`config.mk`:
```
export PLATFORM = sky130hd
export DESIGN_NAME = fp_div_postnorm
export DESIGN_NICKNAME = d
export VERILOG_FILES = /design/src/rtl/fp_div_pkg.sv /design/src/rtl/fp_div_postnorm_round.sv /design/src/rtl/fp_div_postnorm.sv
export SDC_FILE = /design/constraint.sdc
export NUM_CORES = 1
export LEC_CHECK = 0
export CAP_MARGIN = 40
export CORE_AREA = 3 3 117 119
export DETAILED_ROUTE_END_ITERATION = 10
export DIE_AREA = 0 0 120 122
export PLACE_DENSITY = 0.46
export SYNTH_ARGS = -nofsm -noshare
export SYNTH_HDL_FRONTEND = slang
export SYNTH_SLANG_ARGS = --single-unit
```
`constraint.sdc`:
```
create_clock -name clk -period 2.4 [get_ports clk]
set_input_delay 0.48 -clock clk [delete_from_list [all_inputs] [get_ports clk]]
set_output_delay 0.48 -clock clk [all_outputs]
set_load 0.05 [all_outputs]
```
`src/rtl/fp_div_pkg.sv`:
```
// Shared types and constants for the floating-point divider datapath.
package fp_div_pkg;

  localparam int          FP_EXP_BIAS = 127;
  localparam int          FP_EXP_MAX  = 255;
  localparam logic [31:0] FP_QNAN     = 32'h7FC00000;

  typedef struct packed {
    logic        sign;
    logic [7:0]  exp;
    logic [22:0] frac;
  } fp32_t;

  typedef enum logic [1:0] {
    NORMAL = 2'd0,
    ZERO   = 2'd1,
    INF    = 2'd2,
    NAN    = 2'd3
  } fp_class_e;

endpackage

```
`src/rtl/fp_div_postnorm_round.sv`:
```
// Combinational rounding of a normalised significand.
// FP_DIV_RNE_EN selects round-to-nearest-even; otherwise truncation.
module fp_round_rne #(
  parameter int EXP_W = 10
) (
  input  logic [22:0]        frac,
  input  logic               guard,
  input  logic               sticky,
  input  logic signed [EXP_W:0] exp,
  output logic [22:0]        frac_r,
  output logic signed [EXP_W:0] exp_r,
  output logic               carry,
  output logic               inexact
);

  logic round_up;

  always_comb begin
`ifdef FP_DIV_RNE_EN
    round_up = guard & (sticky | frac[0]);
`else
    round_up = 1'b0;
`endif
    // A carry out of the fraction leaves frac at zero and bumps the exponent.
    {carry, frac_r} = {1'b0, frac} + {23'd0, round_up};
    exp_r   = exp + $signed({{EXP_W{1'b0}}, carry});
    inexact = guard | sticky;
  end

endmodule

```
`src/rtl/fp_div_postnorm.sv`:
```
// Normalise/round stage of the FP divider: two-stage valid/ready pipeline.
// Rounding mode chosen by FP_DIV_RNE_EN (defined: RNE, undefined: truncate).
module fp_div_postnorm
  import fp_div_pkg::*;
#(
  parameter int EXP_W  = 10,
  parameter int QUOT_W = 26
) (
  input  logic                    clk,
  input  logic                    rst,
  input  logic                    in_valid,
  output logic                    in_ready,
  input  logic                    in_sign,
  input  logic signed [EXP_W-1:0] in_exp,
  input  logic [QUOT_W-1:0]       in_quot,
  input  logic                    in_rem_nz,
  input  logic                    in_nan,
  input  logic                    in_inf,
  input  logic                    in_zero,
  output logic                    out_valid,
  input  logic                    out_ready,
  output logic [31:0]             out_result,
  output logic                    out_ovf,
  output logic                    out_unf,
  output logic                    out_inexact
);

  localparam logic signed [EXP_W:0] EXP_MAX_S = (EXP_W+1)'(FP_EXP_MAX);
  localparam logic signed [EXP_W:0] EXP_ZERO  = '0;
  localparam logic signed [EXP_W:0] EXP_ONE   = (EXP_W+1)'(1);

  // Handshake: a beat moves on a rising edge when valid & ready are both high;
  // ready never depends on valid of the same side, only on downstream state.
  logic s1_valid, s2_valid, s1_adv, s2_adv;

  assign s2_adv    = !s2_valid || out_ready;
  assign s1_adv    = s2_adv || !s1_valid;
  assign in_ready  = s1_adv;
  assign out_valid = s2_valid;

  logic signed [EXP_W:0] exp_ext, exp_n, exp_r;
  logic [22:0]           frac_n, frac_r;
  logic                  guard_n, sticky_n, carry_r, inexact_r;
  fp_class_e             class_n;

  always_comb begin
    exp_ext = {in_exp[EXP_W-1], in_exp};
    if (in_quot[25]) begin
      frac_n   = in_quot[24:2];
      guard_n  = in_quot[1];
      sticky_n = in_quot[0] | in_rem_nz;
      exp_n    = exp_ext;
    end else begin
      frac_n   = in_quot[23:1];
      guard_n  = in_quot[0];
      sticky_n = in_rem_nz;
      exp_n    = exp_ext - EXP_ONE;
    end
    if (in_nan)       class_n = NAN;
    else if (in_inf)  class_n = INF;
    else if (in_zero) class_n = ZERO;
    else              class_n = NORMAL;
  end

  fp_round_rne #(.EXP_W(EXP_W)) u_round (
    .frac    (frac_n),
    .guard   (guard_n),
    .sticky  (sticky_n),
    .exp     (exp_n),
    .frac_r  (frac_r),
    .exp_r   (exp_r),
    .carry   (carry_r),
    .inexact (inexact_r)
  );

  logic                  s1_sign, s1_inexact;
  logic [22:0]           s1_frac;
  logic signed [EXP_W:0] s1_exp;
  fp_class_e             s1_class;

  always_ff @(posedge clk) begin
    if (s1_adv && in_valid) begin
      s1_sign    <= in_sign;
      s1_frac    <= frac_r;
      s1_exp     <= exp_r;
      s1_inexact <= inexact_r;
      s1_class   <= class_n;
    end
  end

  fp32_t res;
  logic  ovf, unf, inx;

  always_comb begin
    res      = '0;
    res.sign = s1_sign;
    ovf      = 1'b0;
    unf      = 1'b0;
    inx      = 1'b0;
    case (s1_class)
      NAN:  res = FP_QNAN;
      INF:  res.exp = 8'hFF;
      ZERO: ;
      default: begin
        if (s1_exp >= EXP_MAX_S) begin
          ovf = 1'b1;
          inx = 1'b1;
`ifdef FP_DIV_RNE_EN
          res.exp = 8'hFF;
`else
          res.exp  = 8'hFE;
          res.frac = 23'h7FFFFF;
`endif
        end else if (s1_exp <= EXP_ZERO) begin
          unf = 1'b1;
          inx = 1'b1;
        end else begin
          res.exp  = s1_exp[7:0];
          res.frac = s1_frac;
          inx      = s1_inexact;
        end
      end
    endcase
  end

  always_ff @(posedge clk or posedge rst) begin
    if (rst) begin
      s1_valid    <= 1'b0;
      s2_valid    <= 1'b0;
      out_result  <= '0;
      out_ovf     <= 1'b0;
      out_unf     <= 1'b0;
      out_inexact <= 1'b0;
    end else begin
      if (s1_adv) s1_valid <= in_valid;
      if (s2_adv) begin
        s2_valid <= s1_valid;
        if (s1_valid) begin
          out_result  <= res;
          out_ovf     <= ovf;
          out_unf     <= unf;
          out_inexact <= inx;
        end
      end
    end
  end

endmodule

```
==> impl_metrics.csv, run 1 <==
group,metric,value,unit
finish,layout_common_cells,"clkdlybuf4s50_1 (80), edfxtp_1 (38), dfrtp_1 (37), mux2_2 (23), a221o_1 (19)",
route,antenna_left,0,
route,wire_per_inst,16.1,um
power,power_per_cell_area,811,nW/um^2
critical_path,endpoint_kind,"output port",
synth,ys_seq_area_share,65.3,%
synth,synth_ff_type,"edfxtp_1",
route,post-route-drc-count,0,
critical_path,r2r-end,"out_result[9]",
power,switching_share,27.0,%
die,die_area,14600,sq um
critical_path,critPathLaunch,"out_result[0]",
synth,synth_cell_types,38,
die,rows,41,
sta,finalSetupViolCount,0,
place,place.gp.congestion,0.686,
place,post-place-cells,460,
die,ios,82,
clocking,cts-resized-gates,0,
critical_path,r2r_slack,0.64,ns
power,p_leak,1.74,nW
synth,avgSynthCellArea,14.9,sq um
critical_path,r2r-start,"s1_exp[0]",
global_routing,grt_start_max_net_pins,39,
critical_path,slowest_stage,"clkdlybuf4s50_1",
die,die_height,122,um
place,io_buffers,81,
route,topRoutingLayerUsed,"met4",
die,coreArea,12700,sq um
status,outcome,"complete, no violations",
clocking,htree_num_levels,3,
critical_path,cp.required,1.92,ns
clocking,post_cts_buffers,0,
sta,fin_crit,2.01,ns
clocking,hold_buffers,0,
synth,syn_inst,212,
synth,synthArstFlopShare,49.3,%
route,routed_wl,7670,um
global_routing,grt_first_pass_wirelength,12100,um
power,vdd_drop_max,0.000286,V
sta,worst_pin_slew,0.675,ns
route,met2WireLength,3630,um
finish,layout_commonest_cell,"clkdlybuf4s50_1",
route,dr_wl_met3,469,um
power,pwr-share-comb,18.7,%
sta,fmax,497,MHz
clocking,cts_made_buffers,9,
sta,rsz0062_at_grt,"false",
hold_path,min_to,"out_result[31]",
global_routing,grt_overflow,0,
critical_path,cp_cell_sequence,"clkdlybuf4s50_1",
critical_path,reg2reg_depth,5,
route,vias,2067,
power,seqPwrFrac,42.1,%
critical_path,path_buf_inv,1,
power,clkPwrFrac,39.2,%
route,dr.first_iter.drc_count,117,
finish,drive_above_1_share,20.5,%
hold_path,min_path_type,"reg -> reg",
sta,fin_skew,0.00868,ns
clocking,clk_pin_slew_worst_paths,0.06,ns
clocking,cts.path.max_buffers,2,
power,p_switching,991,uW
finish,nets,345,
power,p_int,2.68,mW
sta,fin_tns_setup,0,ns
critical_path,cpLargestDelayFamily,"buffers and inverters",
route,wl_met1,3480,um
synth,synth-seq-cells,75,
finish,final_core_util,35.7,%
synth,synth_edf_count,38,
hold_path,worstHoldStart,"out_result[31]",
sta,final_max_slew_viol_count,0,
sta,hold_violations,0,
synth,syn-num-nets,258,
sta,slew-limit-headroom,54.7,%
die,start_util,25.0,%
critical_path,critical_path_peak_fanout,2,
critical_path,worstSetupStartpointType,"flop",
clocking,clockRootBuffer,"clkbuf_16",
global_routing,grt_usage,10.8,%
finish,final_cells,475,
clocking,clock_sinks,75,
finish,area_delta_synth_final,42.7,%
synth,syn_area,3170,sq um
clocking,clock_latency,0.33,ns
critical_path,slowest_delay,0.84,ns
die,die-width,120,um
route,vias_per_cell,4.35,
hold_path,holdPathStages,2,
critical_path,crit_arrival,1.53,ns
clocking,cts_tree,"yes",
global_routing,antenna_found_initial,0,
sta,fin_crit_sh,83.9,%
global_routing,grt_pass1_vias,2158,
route,drt-pass1-iter-count,4,
place,place_hpwl,5340,um
critical_path,critical_path_class,"reg -> out",
synth,yosys_warnings,0,
job,maxCapViolCount,0,
finish,num_antenna_cells,0,
[per-stage QoR]
stage	area [sq um]	worst slack (ns)	total power, mW	hold WS (ns)
6_report	4520	0.387	3.67	0.469
5_1_grt	4520	0.311	3.83	0.485
4_1_cts	4520	0.349	3.72	0.470
3_5_place_dp	4210	0.226	2.27	0.458
3_3_place_gp	4210	0.224	2.26	0.451
2_1_floorplan	3170	0.154	1.97	0.435
[how the worst max path moves through the flow]
stage                                to  cells past startpoint
after global routing      out_result[0]                      1
after floorplan             s1_class[0]                      3
after global placement        s1_exp[8]                      5
final                     out_result[0]                      1
after detailed placement      s1_exp[8]                      5
after CTS                 out_result[0]                      1
[cells in the mapped netlist, types with 3 or more instances]
cell type / instances / area share (%)
nor2_1: 5 / 0.59
buf_6: 6 / 2.1
edfxtp_1: 38 / 36
nor4_1: 6 / 1.2
nand2b_1: 4 / 0.79
nand2_1: 14 / 1.7
and3_1: 3 / 0.59
o221a_2: 7 / 2.5
a221o_2: 3 / 1.1
inv_1: 5 / 0.59
a221o_1: 19 / 6.0
xnor2_1: 4 / 1.1
o21ai_0: 3 / 0.47
mux2_2: 23 / 8.2
dfrtp_1: 37 / 29
xor2_1: 4 / 1.1
[power groups by stage]
stage,registers [mW],clock network (mW),logic [mW]
after global placement,1.57,0,0.691
final,1.54,1.44,0.687
after detailed placement,1.57,0,0.696
after CTS,1.54,1.48,0.698
after global routing,1.55,1.54,0.730
after floorplan,1.78,0,0.189
[flip-flops by register name (all words and copies together), names as in the netlist, 2 cells and up]
| signal | count |
|---|---|
| out_result | 32 |
| s1_class | 2 |
| s1_exp | 11 |
| s1_frac | 23 |
[logic make-up (layout without fill, tap and decap cells)]
kind of cell               Yosys count  after routing  share of synthesized area [%]
AOI/OAI and AO/OA                   42             42                           12.2
buffers and inverters               17            108                           3.79
DFF                                 75             75                           65.3
and+or+nand+nor                     45             45                           7.63
muxes                               24             24                           8.49
xor gates and xnor gates             8              8                           2.21
adders and majority gates            1              1                          0.395
[layer usage]
metal	up-vias	GRT usage, %
met3	8	3.02
met4	0	4.29
met2	62	17.0
met5	-	0
met1	998	14.2
li1	999	-
[layout make-up]
type | count | area [sq um]
Timing Repair Buffer | 88 | 923
Multi-Input combinational cell | 120 | 981
Clock buffer | 9 | 225
Fill cell | 1269 | 8150
Clock inverter | 6 | 88.8
Sequential cell | 75 | 2070
Tap cell | 172 | 215
Inverter | 5 | 18.8
No activity file was read; power rests on OpenSTA's default activity.
==> run 2: changes to the inputs <==
==> constraint.sdc (replaced) <==
create_clock -name clk -period 1.9 [get_ports clk]
set_input_delay 0.38 -clock clk [delete_from_list [all_inputs] [get_ports clk]]
set_output_delay 0.38 -clock clk [all_outputs]
set_load 0.05 [all_outputs]
==> run 2 against run 1 <==
Effect of this change: sequential cell count unchanged; clock power up 18%; sequential power up 27%; clock skew down 0.0031 ns; count of clock-buffer cells in the layout up 2; via count unchanged; routed wire length down 4.0%; final area up 1.8%; hold slack worse by 0.077 ns.
==> impl_metrics.csv, run 2 (synthesis gave the netlist of run 1 again) <==
group,metric,value,unit
critical_path,cp_cell_sequence,"clkdlybuf4s50_1",
place,place_hpwl,5340,um
sta,rsz0062_at_grt,"false",
sta,hold_slack,0.392,ns
route,wire_per_inst,15.0,um
critical_path,slowest_stage,"clkdlybuf4s50_1",
route,dr.first_iter.drc_count,98,
die,ios,82,
sta,hold_violations,0,
critical_path,cp.required,1.52,ns
sta,fin_crit,1.86,ns
route,antenna_left,0,
global_routing,grt_first_pass_wirelength,11900,um
global_routing,grt_usage,10.6,%
critical_path,critical_path_class,"reg -> out",
route,drt-pass1-iter-count,4,
global_routing,grt_overflow,0,
finish,final_cells,491,
global_routing,grt_pass1_vias,2247,
sta,fin_crit_sh,98.1,%
finish,layout_common_cells,"clkdlybuf4s50_1 (47), buf_4 (41), edfxtp_1 (38), dfrtp_1 (37), mux2_2 (23)",
critical_path,slowest_delay,0.80,ns
route,vias,2067,
sta,fmax,536,MHz
clocking,cts.path.max_buffers,2,
job,maxCapViolCount,0,
finish,drive_above_1_share,32.0,%
place,place.gp.congestion,0.718,
finish,regArea,2070,sq um
critical_path,crit_arrival,1.48,ns
finish,area_delta_synth_final,45.2,%
clocking,hold_buffers,0,
hold_path,min_path_type,"in -> async",
critical_path,r2r_slack,0.12,ns
clocking,clk_pin_slew_worst_paths,0.06,ns
sta,slew-limit-headroom,64.1,%
finish,final.fill_count,1261,
route,vias_per_cell,4.21,
power,vdd_drop_max,0.000367,V
sta,finalSetupViolCount,0,
finish,top_regs,"out_result: 32 flops, s1_frac: 23 flops, s1_exp: 11 flops",
critical_path,endpoint_kind,"output port",
finish,multiInputGateArea,985,sq um
place,post-place-cells,475,
die,start_util,25.0,%
critical_path,worstSetupStartpointType,"flop",
route,post-route-drc-count,0,
sta,final_max_slew_viol_count,0,
finish,nets,360,
critical_path,cpLargestDelayFamily,"buffers and inverters",
status,outcome,"complete, no violations",
power,p_leak,1.99,nW
global_routing,grt_start_max_net_pins,38,
clocking,cts_tree,"yes",
finish,num_antenna_cells,0,
finish,largest_reg_flops,32,
global_routing,antenna_found_initial,0,
critical_path,critical_path_peak_fanout,2,
route,routed_wl,7360,um
finish,layout_commonest_cell,"clkdlybuf4s50_1",
sta,fin_skew,0.00562,ns
die,die_area,14600,sq um
clocking,clock_latency,0.33,ns
power,power_per_cell_area,984,nW/um^2
critical_path,path_buf_inv,1,
finish,regMostFlops,"out_result",
die,die-width,120,um
clocking,htree_num_levels,3,
clocking,cts_made_buffers,9,
die,die_height,122,um
die,coreArea,12700,sq um
clocking,clock_sinks,75,
sta,worst_pin_slew,0.536,ns
place,io_buffers,81,
clocking,clockRootBuffer,"clkbuf_16",
die,rows,41,
run 2: changes by cell type in the layout (fill, tap and decap cells not counted), sizes merged:
cell	previous run	this run
buf	8	47
dlymetal6s2s	0	9
clkbuf	9	11
clkdlybuf4s50	80	47
clkinvlp	0	2
bufinv	2	1
clkinv	3	1
run 2: report_power, final:
group	switching [mW]	leakage, nW	internal (mW)	total, mW
logic	0.509	1.02	0.365	0.873
clock network	0.646	0.143	1.06	1.70
registers	0.0775	0.829	1.87	1.95
run 2: metrics by stage:
| stage | instance area, sq um | utilization (%) | total power, mW | setup WS, ns | TNS (ns) |
|---|---|---|---|---|---|
| after detailed placement | 4270 | 33.7 | 2.87 | -0.0963 | -2.65 |
| final | 4600 | 36.3 | 4.52 | 0.0360 | 0 |
| after global placement | 4270 | 33.7 | 2.86 | -0.0861 | -2.15 |
| after floorplan | 3170 | - | 2.49 | 0.0246 | 0 |
| after CTS | 4580 | 36.1 | 4.60 | 0.00243 | 0 |
| after global routing | 4600 | 36.3 | 4.73 | 0.000329 | 0 |
run 2: what timing repair did:
item / CTS / global route
endpoints found under the setup margin: 0 / 9
gates resized for setup: 0 / 9
buffers inserted: 0 / 0
endpoints found under the hold margin: 0 / 0
run 2: cell type report:
class	count	area share, %
multi-input cells	120	21.4
inverters	5	0.408
clock inverters	5	1.31
clock buffers	11	5.28
flip-flops and latches	75	44.9
well taps	172	4.68
repair buffers	103	22.0
run 2: routing by layer:
metal	routed length, um	vias up	global-route usage [%]	part of all wire [%]
li1	-	1033	-	-
met1	3540	966	13.8	48
met2	3270	57	16.2	44
met3	416	11	3.48	5.7
met4	129	0	4.72	1.8
met5	0	-	0	0
run 2: worst paths after layout:
| path | from | endpoint | cells after the start |
|---|---|---|---|
| max | out_result[10] | out_result[10] | 1 |
| min | rst | out_result[31] | 3 |
| max reg2reg | s1_exp[0] | out_result[9] | 5 |
| min reg2reg | out_result[31] | out_result[31] | 2 |
| max in group asynchronous | rst | out_result[20] | 3 |
| min in group clk | out_result[31] | out_result[31] | 2 |
run 2: worst register-to-register path: stages (launching register included):
cell and delay, ns:
edfxtp_1 0.43, nor4_1 0.27, and3_1 0.25, and3b_1 0.22, buf_12 0.16, a221o_2 0.33
